[config.mk]
export PLATFORM = sky130hd
export DESIGN_NAME = thunderbird_lamp_sequencer
export DESIGN_NICKNAME = d
export VERILOG_FILES = /design/src/rtl/thunderbird_lamp_sequencer.sv
export SDC_FILE = /design/constraint.sdc
export NUM_CORES = 1
export LEC_CHECK = 0
export CELL_PAD_IN_SITES_DETAIL_PLACEMENT = 0
export CELL_PAD_IN_SITES_GLOBAL_PLACEMENT = 1
export CORE_MARGIN = 4
export CORE_UTILIZATION = 41
export DETAILED_ROUTE_END_ITERATION = 16
export GPL_TIMING_DRIVEN = 0
export PLACE_DENSITY = 0.89
export SLEW_MARGIN = 15
export SYNTH_ARGS = -nofsm -noshare
export SYNTH_HDL_FRONTEND = slang
export SYNTH_SLANG_ARGS = --single-unit
export TNS_END_PERCENT = 20
[constraint.sdc]
create_clock -name clk -period 3.77 [get_ports clk]
set_clock_uncertainty 0.2 [all_clocks]
set_input_delay 0.377 -clock clk [delete_from_list [all_inputs] [get_ports clk]]
set_output_delay 0.377 -clock clk [all_outputs]
set_load 0.05 [all_outputs]
[src/rtl/thunderbird_lamp_sequencer.sv]
// Thunderbird tail-lamp sequencer: synchronises the dashboard switches and paces
// left/right turn sweeps (A, AB, ABC, off) or a six-lamp hazard flash from a tick divider.
module thunderbird_lamp_sequencer #(
  parameter int unsigned TICK_DIV = 4
) (
  input  logic clk,
  input  logic reset,
  input  logic left_sw,
  input  logic right_sw,
  input  logic hazard_sw,
  output logic la,
  output logic lb,
  output logic lc,
  output logic ra,
  output logic rb,
  output logic rc,
  output logic busy
);

  localparam int unsigned CntW = (TICK_DIV > 1) ? $clog2(TICK_DIV) : 1;
  localparam logic [CntW-1:0] CntMax = CntW'(TICK_DIV - 1);

  typedef enum logic [2:0] {
    StIdle,
    StL1,
    StL2,
    StL3,
    StR1,
    StR2,
    StR3,
    StHaz
  } state_e;

  state_e          state_q, state_d;
  logic [CntW-1:0] cnt_q, cnt_d;
  logic [5:0]      lamps_q, lamps_d;  // {la, lb, lc, ra, rb, rc}
  logic            busy_q;
  logic [2:0]      sync1_q, sync2_q;  // {hazard, left, right}

  logic hs, ls, rs, haz_req, tick;

  assign hs      = sync2_q[2];
  assign ls      = sync2_q[1];
  assign rs      = sync2_q[0];
  assign haz_req = hs | (ls & rs);
  assign tick    = (cnt_q == CntMax);

  always_ff @(posedge clk or negedge reset) begin
    if (!reset) begin
      sync1_q <= '0;
      sync2_q <= '0;
    end else begin
      sync1_q <= {hazard_sw, left_sw, right_sw};
      sync2_q <= sync1_q;
    end
  end

  always_comb begin
    state_d = state_q;
    if (tick) begin
      unique case (state_q)
        StIdle: begin
          if (haz_req)  state_d = StHaz;
          else if (ls)  state_d = StL1;
          else if (rs)  state_d = StR1;
        end
        StL1:    state_d = haz_req ? StHaz : StL2;
        StL2:    state_d = haz_req ? StHaz : StL3;
        StL3:    state_d = haz_req ? StHaz : StIdle;
        StR1:    state_d = haz_req ? StHaz : StR2;
        StR2:    state_d = haz_req ? StHaz : StR3;
        StR3:    state_d = haz_req ? StHaz : StIdle;
        StHaz:   state_d = StIdle;
        default: state_d = StIdle;
      endcase
    end
  end

  // Counter restarts on every state change; IDLE parks it at the tick value so a
  // fresh request is taken on the very next edge.
  always_comb begin
    if (state_d != state_q) begin
      cnt_d = '0;
    end else if ((state_q == StIdle) && tick) begin
      cnt_d = cnt_q;
    end else begin
      cnt_d = cnt_q + CntW'(1);
    end
  end

  always_comb begin
    unique case (state_d)
      StIdle:  lamps_d = 6'b000_000;
      StL1:    lamps_d = 6'b100_000;
      StL2:    lamps_d = 6'b110_000;
      StL3:    lamps_d = 6'b111_000;
      StR1:    lamps_d = 6'b000_100;
      StR2:    lamps_d = 6'b000_110;
      StR3:    lamps_d = 6'b000_111;
      StHaz:   lamps_d = 6'b111_111;
      default: lamps_d = 6'b000_000;
    endcase
  end

  always_ff @(posedge clk or negedge reset) begin
    if (!reset) begin
      state_q <= StIdle;
      cnt_q   <= CntMax;
      lamps_q <= '0;
      busy_q  <= 1'b0;
    end else begin
      state_q <= state_d;
      cnt_q   <= cnt_d;
      lamps_q <= lamps_d;
      busy_q  <= (state_d != StIdle);
    end
  end

  assign {la, lb, lc, ra, rb, rc} = lamps_q;
  assign busy = busy_q;

endmodule

# Yosys cells after proc, flatten, opt, wreduce, memory -nomap -nowiden
# Memory sizes are Yosys's and may differ from the RTL's. A register that Yosys moved wholly into a read port is not among the register bits.
# Cells that the tools add are included.
[word_totals] ff_bits=12 latch_bits=0 ramBits=0 rom_bits=48 output_inout_bits=7 elab_cells=36 n_memories=1
[mem_list] memory="(name not given)" words=8 width=6 rd=1 rd_clocked_by_memory_dff=1 wr=0 line="92" rtl="unique case (state_d)"
[op_classes] n_addsub=1 multipliers=0 n_div=0 magnitude_cmp=0 eq_ne=10 shifts=0 muxes=12 bitwise=2 reduce_logical=5
[ops] op="2-to-1 mux 3 bit" count=7
[ops] op="case mux 3 bit (7 select lines)" count=1
[ops] op="== test 3 bit (second input constant)" count=4
[ops] op="== test 3 x 2 -> 1 bit (second input constant)" count=2
[ops] op="2-to-1 mux 2 bit" count=3
[ops] op="== test 3 x 1 -> 1 bit (second input constant)" count=1
[ops] op="zero test 3 bit" count=1
[ops] op="!= test 3 bit" count=1
[ops] op="nonzero test 3 bit" count=1
[ops] op="adder 2 x 1 -> 2 bit (second input constant)" count=1
[ops] op="== test 2 bit (second input constant)" count=1
[ops] op="!= test 2 bit (second input constant)" count=1
[ops] op="OR reduction 2 bit" count=1
[ops] op="AND 1 bit" count=1
[ops] op="logical AND 1 bit" count=1
[ops] op="zero test 1 bit" count=1
[ops] op="2-to-1 mux 1 bit" count=1
[ops] op="bitwise OR 1 bit" count=1

# Logic depth before layout (Yosys ltp)
# Gate-level depths: netlist of the first run.
[depth] word_depth=7 depth_mapped=6 mapped_depth_nobuf=5

# Worst setup path before layout of the first run
# OpenSTA, ideal clock, no wires.
[synth_path] kind="reg2reg" from="reg, netlist name lamps_q[2]" to="reg lamps_q[1]" setup_ns=0.124 t_arrival_ns=1.484 required_ns=3.446 setup_slack_ns=1.962 path_stages_with_launch=5 path_cell_list="dfrtp_1 > a21boi_1 > a221o_1 > nor3b_2 > o21ai_1"
[synth_rtl] item="end: declaration" line="36" rtl="logic [5:0] lamps_q, lamps_d;"

# Worst setup path in the final report of the first run
[layout_path] from="reg lamps_q[2]" to="out ra"
[layout_rtl] item="end: declaration" line="14" rtl="output logic ra,"
# No word-level cell between the ends.

==> results.py, run 1 <==
metrics = {
    "outcome": {
        "outcome": "completed",
    },
    "routing": {
        "detail-route-antenna-nets": 0,
        "drt_iter0_drc": 9,
        "first_pass_iters": 3,
        "drt_wl_total_um": 1080,
        "vias": 471,
        "drc_errors": 0,
        "wl_per_cell_um": 12.3,
        "viasPerCell": 5.35,
    },
    "layout": {
        "area_delta_synth_final_pct": 23.0,
        "drive_gt1_share_pct": 16.7,
        "stdcell_count": 88,
        "nets": 79,
        "diodes": 0,
    },
    "critical_path": {
        "max_stage_delay_ns": 0.85,
        "worst_setup_path_start_kind": "register",
        "crit_type": "register to output pin",
        "crit_fanout": 8,
        "path_buf_inv": 1,
        "crit_chain": "clkdlybuf4s50_1",
        "required_ns": 3.19,
        "critPathTopFamily": "buffers and inverters",
        "cp-end-kind": "output pin",
        "cp_slowest_cell": "clkdlybuf4s50_1",
        "critPathArrivalTime_ns": 1.61,
    },
    "pwr": {
        "p_leak_nw": 0.359,
        "vdd_drop_max_mv": 0.562,
        "p_per_area_nw_per_um2": 972,
    },
    "placed_design": {
        "dp_hpwl_um": 801,
        "dp.cells": 84,
        "io_buffers": 11,
        "gp_congestion": 0.768,
    },
    "logic_synthesis": {
        "yosysWarnings": 0,
        "synth_top_cell_area_share_pct": 55.2,
        "synth_top_area_cell": "dfrtp_1",
        "ys_types": 29,
        "syn_avg_cell_area_um2": 11.9,
        "yosys-top-cells-area": "dfrtp_1 (55%), dfstp_2 (7.7%), o21ai_0 (3.7%)",
        "yosysSeqAreaShare_pct": 63.0,
        "async_flop_share_pct": 100,
        "ys_ff_latch": 17,
        "synthCells": 57,
        "syn_area_um2": 679,
        "synthFlopType": "dfrtp_1",
        "synth_edf_count": 0,
        "syn_nets": 63,
    },
    "global_route": {
        "grt_pass1_wl_um": 1970,
        "grt_pass1_vias": 471,
        "grt_max_degree": 18,
        "antenna_found_initial": 0,
        "grt-ovfl-total": 0,
        "grt_usage_pct": 10.1,
    },
    "die": {
        "ios": 12,
        "die_w_um": 48.7,
        "start_util_pct": 44.1,
        "num_rows": 14,
        "fp.dieH_um": 48.7,
        "fp.coreArea_um2": 1540,
        "die_area_um2": 2370,
    },
    "clock_tree": {
        "path_clk_slew_ns": 0.09,
        "ctsResizeCount": 0,
        "cts.sinks": 17,
        "holdBufCountCts": 0,
        "cts_buffer_depth": 2,
        "root_buffer": "clkbuf_4",
        "post_cts_buffers": 0,
        "cts_tree": "done",
        "htree_levels": 1,
        "clk_latency_ns": 0.28,
        "cts_buffers": 3,
    },
    "timing": {
        "tightest_slew_ns": 0.713,
        "timing.fmax_mhz": 456,
        "slew_viol_final": 0,
        "fin_crit_ns": 2.19,
        "finalSetupViolations": 0,
        "slew_headroom_pct": 52.3,
        "rsz0062_at_grt": "no",
        "fin_setup_tns_ns": 0,
        "fin_crit_sh_pct": 58.1,
        "hold_viol_final": 0,
    },
    "worst_hold_path": {
        "hp-class": "register to register",
    },
    "job": {
        "drv_cap": 0,
    },
}
## per-stage QoR
stage	worst slack [ns]	hold slack (ns)	instance area [um^2]	utilization, %	power (mW)
final	1.58	0.153	836	54.2	0.812
after global routing	1.47	0.163	836	54.2	0.874
after CTS	1.55	0.156	836	54.2	0.821
after detailed placement	1.86	0.135	810	52.5	0.725
after global placement	1.87	0.132	810	52.5	0.720
after floorplan	1.96	-0.119	679	-	0.604
## where the power goes
group	leakage [nW]	switching [mW]	internal, mW
Combinational	0.151	0.262	0.161
Sequential	0.192	0.0460	0.250
Clock	0.0150	0.0516	0.0410
Total	0.359	0.360	0.452
## sequential cells by signal (all words and copies together), names as in the netlist
name,flops
busy,1
cnt_q,2
lamps_q,6
state_q,2
sync1_q,3
sync2_q,3
## cell usage after synthesis (2+ instances only)
master	n
a21oi_1	3
dfrtp_1	15
dfstp_2	2
inv_1	3
nand2_1	3
nand4_1	2
nor2_1	2
nor2b_1	2
o21ai_0	5
## cells by family after synthesis
group / after synthesis / synth area share, %
and+or+nand+nor: 19 / 16.9
DFF: 17 / 63.0
AOI/OAI and AO/OA: 15 / 14.5
buffers and inverters: 4 / 2.39
xor gates and xnor gates: 1 / 1.29
adders and majority gates: 1 / 1.84
## layout by cell type (no fill, tap or decap)
cell and instances:
nand4_1 2, or2_0 1, a21boi_1 1, clkdlybuf4s50_1 11, a21o_2 1, and2_1 1, xor2_1 1, nor4_1 1
a21oi_1 3, clkbuf_4 3, and3_1 1, o21ai_0 5, nand3_1 1, o221a_2 1, clkbuf_1 1, nor2b_1 2
or2_2 1, nor2_1 2, a221o_1 1, a22oi_1 1, dfrtp_1 15, nor3b_2 1, ha_1 1, inv_1 3
dfstp_2 2, o21ai_1 1, clkbuf_2 1, o32ai_1 1, and3b_1 1, and2_2 1, nand2_1 3, nor2_2 1
## layout make-up
class	instances	area [um^2]
fillers	145	706
clock buffers	4	26.3
repair buffers	11	110
inverters	3	11.3
flip-flops and latches	17	428
well taps	16	20.0
plain buffers	1	5.00
multi-input cells	36	235
## path summary, 6_finish.rpt
path,from,to,slack (ns),depth (start not counted)
worst max-delay path,lamps_q[2],ra,1.58,1
worst max register to register,cnt_q[0],lamps_q[5],1.85,6
max in group asynchronous,reset,sync2_q[1],2.60,1
worst min register to register,sync1_q[0],sync2_q[0],0.15,0
min in group asynchronous,reset,busy,0.31,1
worst min-delay path,sync1_q[0],sync2_q[0],0.15,0
## layer usage
layer / vias to the layer above / wire length (um) / global-route usage (%)
li1: 231 / - / -
met5: - / 0 / 0
met4: 0 / 0 / 4.04
met1: 234 / 510 / 13.1
met2: 6 / 538 / 16.5
met3: 0 / 32 / 1.84
(Power assumes the default switching activity.)
==> run 2: changes to the inputs <==
--- a/config.mk
+++ b/config.mk
@@ -8,10 +8,10 @@
 export CELL_PAD_IN_SITES_DETAIL_PLACEMENT = 0
 export CELL_PAD_IN_SITES_GLOBAL_PLACEMENT = 1
 export CORE_MARGIN = 4
-export CORE_UTILIZATION = 41
+export CORE_UTILIZATION = 38
 export DETAILED_ROUTE_END_ITERATION = 16
 export GPL_TIMING_DRIVEN = 0
-export PLACE_DENSITY = 0.89
+export PLACE_DENSITY = 0.84
 export SLEW_MARGIN = 15
 export SYNTH_ARGS = -nofsm -noshare
 export SYNTH_HDL_FRONTEND = slang
==> constraint.sdc (replaced) <==
create_clock -name clk -period 2.1 [get_ports clk]
set_clock_uncertainty 0.2 [all_clocks]
set_input_delay 0.21 -clock clk [delete_from_list [all_inputs] [get_ports clk]]
set_output_delay 0.21 -clock clk [all_outputs]
set_load 0.05 [all_outputs]
==> results.py, run 2 (synthesized netlist as in run 1, its figures left out) <==
metrics = {
    "timing": {
        "fin_crit_sh_pct": 93.1,
        "timing.fmax_mhz": 511,
        "slew_viol_final": 0,
        "slew_headroom_pct": 52.3,
        "tightest_slew_ns": 0.713,
        "finalSetupViolations": 0,
        "rsz0062_at_grt": "no",
        "hold_viol_final": 0,
        "fin_setup_tns_ns": 0,
        "fin_crit_ns": 1.96,
    },
    "layout": {
        "layout_commonest_cell": "dfrtp_1",
        "nets": 79,
        "diodes": 0,
        "mostFrequentLayoutCells": "dfrtp_1 (15), clkdlybuf4s50_1 (10), o21ai_0 (5)",
        "fillerInstances": 159,
        "stdcell_count": 97,
        "top_regs": "lamps_q (6), sync1_q (3), sync2_q (3)",
        "largest_reg_flops": 6,
        "drive_gt1_share_pct": 16.7,
        "final_core_util_pct": 49.7,
        "area_delta_synth_final_pct": 25.0,
        "top_register": "lamps_q",
    },
    "clock_tree": {
        "cts_buffers": 3,
        "cts.sinks": 17,
        "root_buffer": "clkbuf_4",
        "post_cts_buffers": 0,
        "htree_levels": 1,
        "holdBufCountCts": 0,
        "path_clk_slew_ns": 0.09,
        "ctsResizeCount": 0,
        "cts_tree": "done",
        "clk_latency_ns": 0.28,
        "cts_buffer_depth": 2,
    },
    "worst_hold_path": {
        "hp-class": "primary input to async pin",
    },
    "routing": {
        "drt_iter0_drc": 4,
        "wl_per_cell_um": 11.4,
        "vias": 469,
        "detail-route-antenna-nets": 0,
        "first_pass_iters": 4,
        "drt_wl_total_um": 1110,
        "drc_errors": 0,
        "viasPerCell": 4.84,
    },
    "pwr": {
        "p_leak_nw": 0.367,
        "vdd_drop_max_mv": 0.858,
        "p_per_area_nw_per_um2": 1720,
        "total_power_mw": 1.46,
    },
    "die": {
        "fp.dieH_um": 50.3,
        "fp.coreArea_um2": 1710,
        "num_rows": 15,
        "ios": 12,
        "die_w_um": 50.3,
        "start_util_pct": 39.8,
        "die_area_um2": 2530,
    },
    "placed_design": {
        "gp_congestion": 0.718,
        "dp.cells": 93,
        "dp_hpwl_um": 842,
        "io_buffers": 11,
    },
    "critical_path": {
        "crit_chain": "ha_1, clkbuf_2, nor2b_1, a221o_1, nor2_2, a22oi_1",
        "path_buf_inv": 1,
        "worst_setup_path_start_kind": "register",
        "cp-end-kind": "register",
        "max_stage_delay_ns": 0.56,
        "cp_slowest_cell": "dfstp_2",
        "required_ns": 2.05,
        "critPathArrivalTime_ns": 1.91,
        "critPathTopFamily": "flip-flops",
        "rr_endpoint": "lamps_q[5]",
        "worstRegToRegCells": 6,
        "crit_type": "register to register",
        "r2r_slack_ns": 0.14,
        "crit_fanout": 10,
        "worstReg2RegStart": "cnt_q[0]",
    },
    "job": {
        "drv_cap": 0,
    },
    "global_route": {
        "grt_usage_pct": 10.1,
        "grt-ovfl-total": 0,
        "grt_max_degree": 18,
        "antenna_found_initial": 0,
        "grt_pass1_wl_um": 1950,
        "grt_pass1_vias": 474,
    },
    "outcome": {
        "outcome": "completed",
    },
}
-- run 2: worst max path at each step --
stage	to	start	depth (start not counted)	slack [ns]
2_1_floorplan	lamps_q[1]	lamps_q[2]	4	0.29
3_3_place_gp	lamps_q[5]	cnt_q[0]	6	0.19
3_5_place_dp	lamps_q[5]	cnt_q[0]	6	0.17
4_1_cts	ra	lamps_q[2]	1	0.05
5_1_grt	lamps_q[1]	cnt_q[0]	6	0.02
6_report	lamps_q[5]	cnt_q[0]	6	0.14
-- run 2: cell type report --
cell class,count,area (um^2),share of cell area [%]
sequential,17,428,50.4
timing repair buffer,11,113,13.3
inverter,3,11.3,1.33
multi-input combinational,36,235,27.7
clock buffer,4,26.3,3.09
buffer,1,5.00,0.589
tap,25,31.3,3.68
-- run 2: per-stage QoR --
step,hold WS (ns),cell area (um^2),setup slack [ns]
2_1_floorplan,-0.286,679,0.292
3_3_place_gp,0.132,821,0.193
3_5_place_dp,0.144,821,0.171
4_1_cts,0.154,847,0.0542
5_1_grt,0.158,850,0.0228
6_report,0.148,850,0.145
-- run 2: routing by layer --
layer,share of wire (%),vias to the layer above,wire length [um],GRT usage (%)
met3,5.0,0,55,2.08
met5,0,-,0,0
li1,-,231,-,-
met4,0,0,0,4.15
met2,50,7,547,16.7
met1,45,231,502,12.6
-- run 2: where the power goes --
part / total (mW) / internal (mW) / switching [mW]
combinational: 0.767 / 0.289 / 0.478
sequential: 0.531 / 0.450 / 0.0816
clock: 0.166 / 0.0736 / 0.0922
total: 1.46 / 0.812 / 0.652
